--- config.mk ---
export PLATFORM = sky130hd
export DESIGN_NAME = rtl_kernel_ctrl_sequencer
export DESIGN_NICKNAME = d
export VERILOG_FILES = /design/src/rtl/rtl_kernel_ctrl_pkg.sv /design/src/rtl/rtl_kernel_ctrl_done_tracker.sv /design/src/rtl/rtl_kernel_ctrl_sequencer.sv
export SDC_FILE = /design/constraint.sdc
export NUM_CORES = 1
export LEC_CHECK = 0
export BUFFER_PORTS_ARGS = -buffer_cell sky130_fd_sc_hd__buf_4
export CORE_ASPECT_RATIO = 0.8
export CORE_MARGIN = 2
export CORE_UTILIZATION = 50
export DETAILED_ROUTE_END_ITERATION = 10
export HOLD_SLACK_MARGIN = 0.06
export PLACE_DENSITY = 0.93
export SETUP_SLACK_MARGIN = 0.02
export SYNTH_ARGS = -nofsm -noshare
export SYNTH_HDL_FRONTEND = slang
export SYNTH_SLANG_ARGS = --single-unit
--- constraint.sdc ---
create_clock -name ap_clk -period 3.2 [get_ports ap_clk]
set_clock_uncertainty 0.1 [all_clocks]
set_input_delay 0.48 -clock ap_clk [delete_from_list [all_inputs] [get_ports ap_clk]]
set_output_delay 0.48 -clock ap_clk [all_outputs]
set_load 0.05 [all_outputs]
--- src/rtl/rtl_kernel_ctrl_pkg.sv ---
// Shared types and helpers for the RTL kernel control sequencer and sibling kernel tops.
package rtl_kernel_ctrl_pkg;

    typedef enum logic [1:0] {
        IDLE,
        LAUNCH,
        RUN,
        DONE
    } state_t;

    localparam int unsigned LP_ALIGN_BYTES = 64;
    localparam logic [31:0] LP_ALIGN_MASK  = ~(32'(LP_ALIGN_BYTES) - 32'd1);

    // Zero selects the default length; otherwise round up to the alignment,
    // saturating at the largest aligned value that fits in xfer_w bits.
    function automatic logic [63:0] align_len(
        input logic [63:0] len,
        input int unsigned xfer_w,
        input int unsigned align_bytes,
        input logic [63:0] default_len
    );
        logic [63:0] mask;
        logic [63:0] max_len;
        mask    = ~(64'(align_bytes) - 64'd1);
        max_len = ((64'd1 << xfer_w) - 64'd1) & mask;
        if (len == '0) begin
            return default_len;
        end
        if (len > max_len) begin
            return max_len;
        end
        return (len + 64'(align_bytes) - 64'd1) & mask;
    endfunction

endpackage

--- src/rtl/rtl_kernel_ctrl_done_tracker.sv ---
// Sticky per-channel done bits; all_done sees the current cycle's pulses as well as the latch.
module rtl_kernel_ctrl_done_tracker
    import rtl_kernel_ctrl_pkg::*;
#(
    parameter int unsigned C_NUM_CHANNELS = 4
) (
    input  logic                      ap_clk,
    input  logic                      areset,
    input  logic                      clear,
    input  logic                      track_en,
    input  logic [C_NUM_CHANNELS-1:0] mask,
    input  logic [C_NUM_CHANNELS-1:0] ch_done,
    output logic                      all_done
);

    logic [C_NUM_CHANNELS-1:0] done_latch;

    always_ff @(posedge ap_clk or posedge areset) begin
        if (areset) begin
            done_latch <= '0;
        end else if (clear) begin
            done_latch <= '0;
        end else if (track_en) begin
            done_latch <= done_latch | (ch_done & mask);
        end
    end

    assign all_done = ((done_latch | ch_done) & mask) == mask;

endmodule

--- src/rtl/rtl_kernel_ctrl_sequencer.sv ---
// ap_ctrl_chain sequencer: latches args, launches enabled channels, aggregates dones.
// Optional busy-cycle counter enabled by defining RTL_KERNEL_CTRL_PERF_CNT_EN.
module rtl_kernel_ctrl_sequencer
    import rtl_kernel_ctrl_pkg::*;
#(
    parameter int unsigned C_NUM_CHANNELS      = 4,
    parameter int unsigned C_XFER_SIZE_WIDTH   = 32,
    parameter int unsigned C_DEFAULT_LEN_BYTES = 16384,
    parameter int unsigned C_ALIGN_BYTES       = LP_ALIGN_BYTES,
    parameter int unsigned C_PERF_CNT_WIDTH    = 32
) (
    input  logic                         ap_clk,
    input  logic                         areset,
    input  logic                         ap_start,
    input  logic                         ap_continue,
    output logic                         ap_ready,
    output logic                         ap_done,
    output logic                         ap_idle,
    input  logic [C_XFER_SIZE_WIDTH-1:0] scalar00,
    input  logic [C_NUM_CHANNELS-1:0]    scalar01,
    output logic [C_XFER_SIZE_WIDTH-1:0] ctrl_xfer_size_in_bytes,
    output logic [C_NUM_CHANNELS-1:0]    ch_start,
    input  logic [C_NUM_CHANNELS-1:0]    ch_done,
    output logic [C_PERF_CNT_WIDTH-1:0]  busy_cycles
);

    state_t                         state;
    logic [C_NUM_CHANNELS-1:0]      mask;
    logic                           launch_req;
    logic                           track_en;
    logic                           all_done;
    logic [C_XFER_SIZE_WIDTH-1:0]   size_aligned;

    assign launch_req   = (state == IDLE) && ap_start;
    assign track_en     = (state == RUN);
    assign size_aligned = C_XFER_SIZE_WIDTH'(align_len(64'(scalar00), C_XFER_SIZE_WIDTH,
                                                       C_ALIGN_BYTES, 64'(C_DEFAULT_LEN_BYTES)));

    rtl_kernel_ctrl_done_tracker #(
        .C_NUM_CHANNELS (C_NUM_CHANNELS)
    ) u_done_tracker (
        .ap_clk   (ap_clk),
        .areset   (areset),
        .clear    (launch_req),
        .track_en (track_en),
        .mask     (mask),
        .ch_done  (ch_done),
        .all_done (all_done)
    );

    always_ff @(posedge ap_clk or posedge areset) begin
        if (areset) begin
            state                   <= IDLE;
            ap_idle                 <= 1'b1;
            ap_ready                <= 1'b0;
            ap_done                 <= 1'b0;
            ch_start                <= '0;
            mask                    <= '0;
            ctrl_xfer_size_in_bytes <= C_XFER_SIZE_WIDTH'(C_DEFAULT_LEN_BYTES);
        end else begin
            ap_ready <= 1'b0;
            ch_start <= '0;
            case (state)
                IDLE: begin
                    if (ap_start) begin
                        state                   <= LAUNCH;
                        ap_idle                 <= 1'b0;
                        ap_ready                <= 1'b1;
                        mask                    <= scalar01;
                        ch_start                <= scalar01;
                        ctrl_xfer_size_in_bytes <= size_aligned;
                    end
                end
                LAUNCH: begin
                    if (mask == '0) begin
                        state   <= DONE;
                        ap_done <= 1'b1;
                    end else begin
                        state <= RUN;
                    end
                end
                RUN: begin
                    if (all_done) begin
                        state   <= DONE;
                        ap_done <= 1'b1;
                    end
                end
                DONE: begin
                    if (ap_continue) begin
                        state   <= IDLE;
                        ap_done <= 1'b0;
                        ap_idle <= 1'b1;
                    end
                end
                default: state <= IDLE;
            endcase
        end
    end

`ifdef RTL_KERNEL_CTRL_PERF_CNT_EN
    logic [C_PERF_CNT_WIDTH-1:0] perf_cnt;

    always_ff @(posedge ap_clk or posedge areset) begin
        if (areset) begin
            perf_cnt <= '0;
        end else if (launch_req) begin
            perf_cnt <= '0;
        end else if (track_en && (perf_cnt != '1)) begin
            perf_cnt <= perf_cnt + C_PERF_CNT_WIDTH'(1);
        end
    end

    assign busy_cycles = perf_cnt;
`else
    assign busy_cycles = '0;
`endif

endmodule
==> impl_metrics.tcl, run 1 <==
set metrics [dict create \
    status "finished, final reports clean" \
    finalPower_mw 2.93 \
    die_area_mm2 0.00606 \
    synthAdderAreaFrac_pct 1.84 \
    rrSetupSlack_ns 0.67 \
    finalHoldViolCount 0 \
    crit_path_cell_trace "inv_1 > ha_1 > nand2_1 > buf_4 > nor2_1 > a221o_1" \
    gp_congestion 0.884 \
    insertion_delay_ns 0.29 \
    async_flop_share_pct 100 \
    via_count 2397 \
    synth_mux_area_share_pct 1.51 \
    cts_resized 0 \
    cts_htree_levels 2 \
    place_area_mm2 0.00317 \
    max-cap-violations 0 \
    dr_wl_met3_um 524 \
    synth_cell_types 58 \
    cts_tree "done" \
    first_iter_violations 133 \
    synth.top_cell.area_share_pct 37.6 \
    pre_cts_slack_ns 0.665 \
    postCtsHoldBufs 0 \
    ys_seq_elements 43 \
    synth_top_area_cell "dfrtp_1" \
    cp_slowest_stage_delay_ns 0.85 \
    cts.sinks 43 \
    crit_end "ctrl_xfer_size_in_bytes[18]$_DFFE_PP0P_" \
    crit_type "reg -> reg" \
    nets 404 \
    ir_drop_mv 0.448 \
    synth_compound_area_share_pct 19.8 \
    period_minus_slack_ns 2.53 \
    cts_made_buffers 5 \
    worstMarginPinSlew_ns 1.07 \
    synthCells 284 \
    clk_pin_slew_worst_paths_ns 0.09 \
    cp-end-kind "register" \
    die_width_um 86.6 \
    yosys.area_share.simple_pct 19.3 \
    cts-root-buf "clkbuf_8" \
    startpoint "state[0]$_DFFE_PP0P_" \
    critical_path.top_delay_family "simple AND/OR/NAND/NOR gates" \
    ys_top_cells_by_count "41 x dfrtp_1, 39 x buf_4, 18 x nor2_1, 13 x nand2_1, 11 x nand3_1" \
    cts_setup_buffers 0 \
    grt_usage_pct 21.6 \
    highest_layer "met4" \
    post-synth-top-count-cell "dfrtp_1" \
    viasPerCell 5.68 \
    crit_buf_inv 2 \
    routedWlPerCell_um 15.6 \
    row_count 24 \
    num_io_pins 115 \
    synthTopCellsByArea "dfrtp_1 38%, buf_4 11%, xnor2_1 3.2%" \
    synth_area_per_cell_um2 9.60 \
    critPathSlowestCell "nor2_1" \
    grt_overflow_total 0 \
    ys_seq_area_share_pct 39.6 \
    synthFlopType "dfrtp_1" \
    portBuffers 76 \
    r2r_end "ctrl_xfer_size_in_bytes[18]$_DFFE_PP0P_" \
    setup_slack_ns 0.666 \
    critPathArrivalTime_ns 2.66 \
    r2r-start "state[0]$_DFFE_PP0P_" \
    die_h_um 70.0 \
    met1_length_mm 2.77 \
    place_hpwl_mm 5.04 \
    crit_required_ns 3.33 \
    first_pass_iters 4 \
    drc 0 \
    leakagePower_nw 1.61 \
    antenna_cells 0 \
    areaGrowthSynthToFinish_pct 19.7 \
    drive_above_1_share_pct 28.6 \
    powerDensity_mw_per_mm2 898 \
    setup_tns_ns 0 \
    antenna_found_initial 0 \
    met2_length_mm 3.17 \
    setup_viol 0 \
    grt_setup_unrepaired "false" \
    start_util_pct 51.0 \
    fmax_mhz 395 \
    crit_path_max_fanout 30 \
    hp-class "in -> async" \
    synth_top_family_by_area "compound AO/OA/AOI/OAI gates" \
    cp_num_cells 6 \
    drv_slew 0 \
    coreArea_mm2 0.00535 \
    startpoint_type "register" \
    final_util_pct 61.1 \
    wl_mm 6.59 \
    grt_max_degree 44 \
    post-route-period-util_pct 79.2 \
    grt_pass1_wl_mm 10.4 \
    fin_area_mm2 0.00326 \
    first_global_vias 2198 \
    syn-cell-area_mm2 0.00273 \
    synth_edf_count 0 \
    clockBufferDepth 2 \
    r2r_cells 6 \
    maxSlewHeadroom_pct 28.6 \
    drt.antenna.violating_nets 0 \
    yosysWarnings 0 \
    synth-xor-area-share_pct 3.53 \
]
[where the power goes]
part | leakage, nW | switching [mW] | internal (mW)
Clock | 0.0408 | 0.201 | 0.156
Combinational | 1.03 | 1.11 | 0.523
Sequential | 0.537 | 0.155 | 0.784
[registers in the layout (all words and copies together), names as in the netlist]
| register | cells |
|---|---|
| ap_ready | 1 |
| state | 2 |
| ap_done | 1 |
| ctrl_xfer_size_in_bytes | 26 |
| ch_start | 4 |
| mask | 4 |
| ap_idle | 1 |
| u_done_tracker.done_latch | 4 |
[metrics by stage]
stage | cells | hold WS [ns]
6_report | 422 | 0.213
3_3_place_gp | 414 | 0.365
2_1_floorplan | 321 | 0.363
4_1_cts | 422 | 0.233
5_1_grt | 422 | 0.270
3_5_place_dp | 414 | 0.369
[worst min-delay path by stage]
stage | start | to | slack [ns] | cells past startpoint
final | areset | u_done_tracker.done_latch[0]$_DFFE_PP0P_ | 0.21 | 3
after global routing | areset | mask[0]$_DFFE_PP0P_ | 0.27 | 3
after floorplan | u_done_tracker.done_latch[3]$_DFFE_PP0P_ | u_done_tracker.done_latch[3]$_DFFE_PP0P_ | 0.36 | 2
after global placement | ctrl_xfer_size_in_bytes[9]$_DFFE_PP0P_ | ctrl_xfer_size_in_bytes[9]$_DFFE_PP0P_ | 0.36 | 1
after CTS | areset | ap_ready$_DFF_PP0_ | 0.23 | 3
after detailed placement | ctrl_xfer_size_in_bytes[7]$_DFFE_PP0P_ | ctrl_xfer_size_in_bytes[7]$_DFFE_PP0P_ | 0.37 | 1
[metal layers]
layer / vias up / track usage, %
met5: - / 0
met4: 0 / 6.94
met3: 14 / 4.73
met2: 124 / 33.9
met1: 1141 / 29.8
li1: 1118 / -
[area by class of cell]
type | instances | area [um2]
Timing Repair Buffer | 78 | 586
Inverter | 8 | 30.0
Multi-Input combinational cell | 220 | 1400
Clock buffer | 5 | 68.8
Fill cell | 446 | 2080
Sequential cell | 43 | 1080
Clock inverter | 3 | 23.8
Tap cell | 65 | 81.3
[layout by cell type, fill, tap and decap left out, drive strengths merged, types with 5 or more instances in the layout]
master  instances
buf            78
dfrtp          41
conb           38
nor2           19
nand2          13
nand3          11
and3           11
xnor2          10
a21oi          10
nand4           9
o21ai           9
a21o            9
inv             9
a31oi           8
a221o           7
nor4            7
a22o            5
clkbuf          5
and4            5
[cell families (layout without fill, tap and decap cells)]
family / Yosys count / count (layout)
buffers and inverters: 58 / 94
multiplexers: 4 / 4
AO/OA/AOI/OAI: 70 / 70
flip-flops: 43 / 43
AND/OR/NAND/NOR: 93 / 93
XOR/XNOR: 11 / 11
other: 1 / 38
adder cells (fa/ha/maj): 4 / 4
[worst min-delay path, stage by stage]
cell	delay, ns
buf_4	0.11
inv_1	0.04
buf_4	0.44
No activity file was read; power rests on OpenSTA's default activity.
==> run 2, diff against run 1 <==
--- a/config.mk
+++ b/config.mk
@@ -8,10 +8,10 @@
 export BUFFER_PORTS_ARGS = -buffer_cell sky130_fd_sc_hd__buf_4
 export CORE_ASPECT_RATIO = 0.8
 export CORE_MARGIN = 2
-export CORE_UTILIZATION = 50
+export CORE_UTILIZATION = 48
 export DETAILED_ROUTE_END_ITERATION = 10
 export HOLD_SLACK_MARGIN = 0.06
-export PLACE_DENSITY = 0.93
+export PLACE_DENSITY = 0.9
 export SETUP_SLACK_MARGIN = 0.02
 export SYNTH_ARGS = -nofsm -noshare
 export SYNTH_HDL_FRONTEND = slang
==> constraint.sdc (replaced) <==
create_clock -name ap_clk -period 2.52 [get_ports ap_clk]
set_clock_uncertainty 0.1 [all_clocks]
set_input_delay 0.378 -clock ap_clk [delete_from_list [all_inputs] [get_ports ap_clk]]
set_output_delay 0.378 -clock ap_clk [all_outputs]
set_load 0.05 [all_outputs]
==> run 2 against run 1 <==
Effect of this change: first-iteration DRC count rose by 68%; worst hold slack worse by 0.098 ns; clock power up 20%; combinational power is 28% higher; non-clock buffer count grew 2; critical path depth grew 1; clock-buffer cell count grew 1; routed wire length up 0.56%; register-to-register slack lost 0.36 ns; critical endpoint is now ctrl_xfer_size_in_bytes[24]$_DFFE_PP0P_; largest cell class unchanged.
==> impl_metrics.tcl, run 2 (same netlist as run 1, synthesis figures left out) <==
set metrics [dict create \
    rrSetupSlack_ns 0.31 \
    ir_drop_mv 0.500 \
    met1_usage_pct 30.1 \
    regArea_mm2 0.00108 \
    cts.sinks 43 \
    grt_pass1_wl_mm 10.2 \
    place_hpwl_mm 5.00 \
    startpoint_type "register" \
    first_iter_violations 223 \
    gp_congestion 0.913 \
    cts-root-buf "clkbuf_8" \
    start_util_pct 49.9 \
    first_global_vias 2124 \
    num_io_pins 115 \
    drt.antenna.violating_nets 0 \
    hp-class "in -> async" \
    setup_tns_ns 0 \
    portBuffers 76 \
    clk_pin_slew_worst_paths_ns 0.08 \
    crit_required_ns 2.59 \
    r2r_end "ctrl_xfer_size_in_bytes[24]$_DFFE_PP0P_" \
    fmax_mhz 452 \
    antenna_cells 0 \
    crit_type "reg -> reg" \
    routedWlPerCell_um 15.2 \
    grt_overflow_total 0 \
    startpoint "state[0]$_DFFE_PP0P_" \
    viasPerCell 5.46 \
    regMostFlops "ctrl_xfer_size_in_bytes" \
    leakagePower_nw 1.62 \
    first_pass_iters 4 \
    cts_setup_buffers 0 \
    cts_htree_levels 2 \
    pre_cts_slack_ns 0.164 \
    drive_above_1_share_pct 29.0 \
    drc 0 \
    row_count 24 \
    fillers 494 \
    period_minus_slack_ns 2.21 \
    nets 406 \
    drv_slew 0 \
    cp-end-kind "register" \
    areaGrowthSynthToFinish_pct 20.7 \
    die_area_mm2 0.00630 \
    grt.busiest_layer "met2" \
    status "finished, final reports clean" \
    grt_setup_unrepaired "false" \
    multi_input_area_mm2 0.00140 \
    use_met3_pct 4.95 \
    grt_max_degree 44 \
    r2r-start "state[0]$_DFFE_PP0P_" \
    cts_made_buffers 5 \
    die_width_um 88.3 \
    insertion_delay_ns 0.30 \
    cts_tree "done" \
    clockBufferDepth 2 \
    antenna_found_initial 0 \
    post-route-period-util_pct 87.9 \
    wl_mm 6.63 \
    max-cap-violations 0 \
    die_h_um 71.4 \
    maxSlewHeadroom_pct 54.0 \
    setup_viol 0 \
    postCtsHoldBufs 0 \
    worstMarginPinSlew_ns 0.684 \
    setup_slack_ns 0.306 \
    finalHoldViolCount 0 \
    coreArea_mm2 0.00547 \
    largest_reg_flops 26 \
    crit_path_max_fanout 10 \
    grt_usage_pct 20.9 \
    r2r_cells 7 \
    critPathArrivalTime_ns 2.29 \
    powerDensity_mw_per_mm2 1130 \
    met2_usage_pct 30.7 \
    layout_commonest_cell "buf_4" \
    via_count 2388 \
    layout_common_cells "80 x buf_4, 41 x dfrtp_1, 38 x conb_1, 17 x nor2_1, 13 x nand2_1" \
]
## run 2: how the worst max path moves through the flow
stage,cells after the start,endpoint
global placement,6,ctrl_xfer_size_in_bytes[28]$_DFFE_PP0P_
global route,7,ctrl_xfer_size_in_bytes[24]$_DFFE_PP0P_
finish,7,ctrl_xfer_size_in_bytes[24]$_DFFE_PP0P_
CTS,6,ctrl_xfer_size_in_bytes[22]$_DFFE_PP0P_
detailed placement,6,ctrl_xfer_size_in_bytes[22]$_DFFE_PP0P_
floorplan,8,ctrl_xfer_size_in_bytes[24]$_DFFE_PP0P_
## run 2: report_power, final
group / internal [mW] / switching, mW / leakage (nW) / total, mW
clock: 0.194 / 0.236 / 0.0412 / 0.430
sequential: 0.996 / 0.199 / 0.537 / 1.20
combinational: 0.671 / 1.41 / 1.04 / 2.08
## run 2: final cells by class
cell class                      count  area share (%)
Timing Repair Buffer               80            18.3
Clock buffer                        6            2.21
Clock inverter                      2           0.380
Multi-Input combinational cell    220            42.5
Tap cell                           78            2.97
Inverter                            8           0.913
Sequential cell                    43            32.8
## run 2: layer usage
metal / part of all wire [%] / vias up
met5: 0 / -
met4: 1.7 / 0
met3: 10 / 11
met2: 45 / 127
met1: 43 / 1129
li1: - / 1121
## run 2: metrics by stage
stage / hold WS [ns] / total power, mW / cells / instance area [um2] / utilization, %
2_1_floorplan: 0.363 / 2.71 / 321 / 2870 / -
3_3_place_gp: 0.369 / 3.24 / 429 / 3200 / 58.6
3_5_place_dp: 0.367 / 3.28 / 429 / 3200 / 58.6
4_1_cts: 0.130 / 3.71 / 437 / 3290 / 60.2
5_1_grt: 0.157 / 3.91 / 437 / 3290 / 60.2
6_report: 0.115 / 3.71 / 437 / 3290 / 60.2
## run 2: timing repair
item,4_1_cts,5_1_grt
gates resized for setup,0,1
endpoints found under the setup margin,0,15
hold endpoints to repair,0,0
## run 2: critical path, cell delays in order, from the launching register on
cell and delay [ns]:
dfrtp_1 0.43, inv_1 0.10, ha_1 0.31, nand2_1 0.11, inv_1 0.27, o31ai_4 0.15, or4_1 0.51, o311ai_0 0.11
==> run 3, diff against run 2 <==
--- a/config.mk
+++ b/config.mk
@@ -5,14 +5,15 @@
 export SDC_FILE = /design/constraint.sdc
 export NUM_CORES = 1
 export LEC_CHECK = 0
-export BUFFER_PORTS_ARGS = -buffer_cell sky130_fd_sc_hd__buf_4
+export BUFFER_PORTS_ARGS = -buffer_cell sky130_fd_sc_hd__buf_2
 export CORE_ASPECT_RATIO = 0.8
 export CORE_MARGIN = 2
 export CORE_UTILIZATION = 48
 export DETAILED_ROUTE_END_ITERATION = 10
 export HOLD_SLACK_MARGIN = 0.06
 export PLACE_DENSITY = 0.9
-export SETUP_SLACK_MARGIN = 0.02
+export RECOVER_POWER = 50
+export SETUP_SLACK_MARGIN = 0.4
 export SYNTH_ARGS = -nofsm -noshare
 export SYNTH_HDL_FRONTEND = slang
 export SYNTH_SLANG_ARGS = --single-unit
==> run 3 against run 2 <==
Effect of this change: final area down 3.7%; setup slack better by 0.12 ns; critical path depth unchanged; critical path type unchanged; highest routed layer unchanged; global-route usage up 1.3 points; first-iteration DRC count down 11%.
==> impl_metrics.tcl, run 3 (same netlist as run 1, synthesis figures left out) <==
set metrics [dict create \
    post-route-period-util_pct 82.9 \
    fin_hold_ws_ns 0.250 \
    cts-root-buf "clkbuf_8" \
    switching_power_mw 1.84 \
    rrSetupSlack_ns 0.43 \
    worstMarginPinSlew_ns 1.03 \
    met1_length_mm 3.00 \
    nets 410 \
    crit_path_max_fanout 10 \
    coreArea_mm2 0.00547 \
    portBuffers 76 \
    regMostFlops "ctrl_xfer_size_in_bytes" \
    r2r_end "ctrl_xfer_size_in_bytes[24]$_DFFE_PP0P_" \
    grt_setup_unrepaired "false" \
    r2r-start "state[0]$_DFFE_PP0P_" \
    dr_wl_met3_um 537 \
    cts_setup_buffers 0 \
    wl_mm 6.79 \
    largest_reg_flops 26 \
    cts.sinks 43 \
    num_io_pins 115 \
    highest_layer "met4" \
    cts_htree_levels 2 \
    regArea_mm2 0.00108 \
    crit_required_ns 2.60 \
    cts_made_buffers 5 \
    first_global_vias 2149 \
    cts_resized 1 \
    gp_congestion 0.911 \
    met2_length_mm 3.16 \
    p_clk_share_pct 16.8 \
    p_comb_share_pct 51.7 \
    layout_commonest_cell "buf_2" \
    grt_pass1_wl_mm 10.9 \
    die_width_um 88.3 \
    antenna_found_initial 0 \
    layout_common_cells "65 x buf_2, 41 x dfrtp_1, 38 x conb_1, 17 x nor2_1, 13 x nand2_1" \
    row_count 24 \
    grt_overflow_total 0 \
    period_minus_slack_ns 2.09 \
    switching_share_pct 49.1 \
    first_iter_violations 199 \
    postCtsHoldBufs 0 \
    routedWlPerCell_um 15.4 \
    hp-class "in -> reg" \
    cp-end-kind "register" \
    clockBufferDepth 2 \
    start_util_pct 49.9 \
    place_hpwl_mm 5.00 \
    finalPower_mw 3.76 \
    drv_slew 0 \
    clk_pin_slew_worst_paths_ns 0.08 \
    maxSlewHeadroom_pct 31.3 \
    r2r_cells 7 \
    first_pass_iters 4 \
    setup_tns_ns 0 \
    drc 0 \
    crit_type "reg -> reg" \
    powerDensity_mw_per_mm2 1190 \
    die_area_mm2 0.00630 \
    via_count 2424 \
    grt_max_degree 44 \
    ir_drop_mv 0.675 \
    internal-power_mw 1.92 \
    setup_viol 0 \
    drive_above_1_share_pct 26.7 \
    fillers 502 \
    startpoint_type "register" \
    hold-path-endpoint "u_done_tracker.done_latch[3]$_DFFE_PP0P_" \
    hp-start "ch_done[3]" \
    fmax_mhz 479 \
    finalHoldViolCount 0 \
    leakagePower_nw 1.57 \
    cts_tree "done" \
    insertion_delay_ns 0.30 \
    viasPerCell 5.50 \
    multi_input_area_mm2 0.00141 \
    drt.antenna.violating_nets 0 \
    critPathArrivalTime_ns 2.17 \
    p_seq_share_pct 31.5 \
    status "finished, final reports clean" \
    antenna_cells 0 \
    hold-path-cell-count 3 \
    areaGrowthSynthToFinish_pct 16.2 \
    die_h_um 71.4 \
    grt_usage_pct 22.1 \
    max-cap-violations 0 \
]
-- run 3: cell types whose count changed in the layout (fill, tap and decap cells not counted) --
cell	before	now
clkbuf_2	0	1
clkinvlp_4	1	0
buf_2	0	65
buf_4	80	7
bufinv_16	0	2
nor2_2	2	1
clkinv_2	1	0
a2111oi_0	1	0
nor2_4	0	1
clkbuf_1	1	12
a2111oi_1	0	1
-- run 3: how the worst max path moves through the flow --
stage	endpoint	cells past startpoint	startpoint	slack, ns
after floorplan	ctrl_xfer_size_in_bytes[24]$_DFFE_PP0P_	8	state[0]$_DFFE_PP0P_	0.47
after global placement	ctrl_xfer_size_in_bytes[28]$_DFFE_PP0P_	6	state[0]$_DFFE_PP0P_	0.28
after detailed placement	ctrl_xfer_size_in_bytes[28]$_DFFE_PP0P_	6	state[0]$_DFFE_PP0P_	0.20
after CTS	ctrl_xfer_size_in_bytes[28]$_DFFE_PP0P_	6	state[0]$_DFFE_PP0P_	0.44
after global routing	ctrl_xfer_size_in_bytes[24]$_DFFE_PP0P_	7	state[0]$_DFFE_PP0P_	0.31
final	ctrl_xfer_size_in_bytes[24]$_DFFE_PP0P_	7	state[0]$_DFFE_PP0P_	0.43
-- run 3: worst max-delay path: stages (launching register included) --
cell	delay, ns
dfrtp_1	0.43
inv_1	0.11
ha_1	0.32
nand2_1	0.15
inv_1	0.14
o31ai_4	0.11
or4_1	0.51
o311ai_0	0.10
-- run 3: per-stage QoR --
stage / utilization (%) / std cells / instance area [um2] / setup slack (ns)
final: 58.0 / 441 / 3170 / 0.430
after global routing: 58.0 / 441 / 3170 / 0.310
after CTS: 58.2 / 441 / 3180 / 0.439
after detailed placement: 55.7 / 433 / 3040 / 0.195
after global placement: 55.7 / 433 / 3040 / 0.279
after floorplan: - / 321 / 2870 / 0.473
-- run 3: layer usage --
| metal | track usage, % | up-vias |
|---|---|---|
| met5 | 0 | - |
| met4 | 7.24 | 0 |
| met3 | 4.84 | 13 |
| met2 | 33.0 | 122 |
| met1 | 32.2 | 1160 |
| li1 | - | 1129 |
-- run 3: final cells by class --
cell class | instances | share of cell area (%)
Clock buffer | 6 | 2.29
Sequential cell | 43 | 34.0
Timing Repair Buffer | 84 | 13.4
Clock inverter | 2 | 1.90
Tap cell | 78 | 3.08
Inverter | 8 | 0.948
Multi-Input combinational cell | 220 | 44.4
-- run 3: power groups by stage --
| stage | registers (mW) | logic, mW | clock network (mW) |
|---|---|---|---|
| 3_5_place_dp | 1.19 | 1.95 | 0 |
| 2_1_floorplan | 1.94 | 0.771 | 0 |
| 3_3_place_gp | 1.19 | 1.90 | 0 |
| 6_report | 1.18 | 1.94 | 0.631 |
| 4_1_cts | 1.18 | 1.96 | 0.636 |
| 5_1_grt | 1.22 | 2.07 | 0.673 |
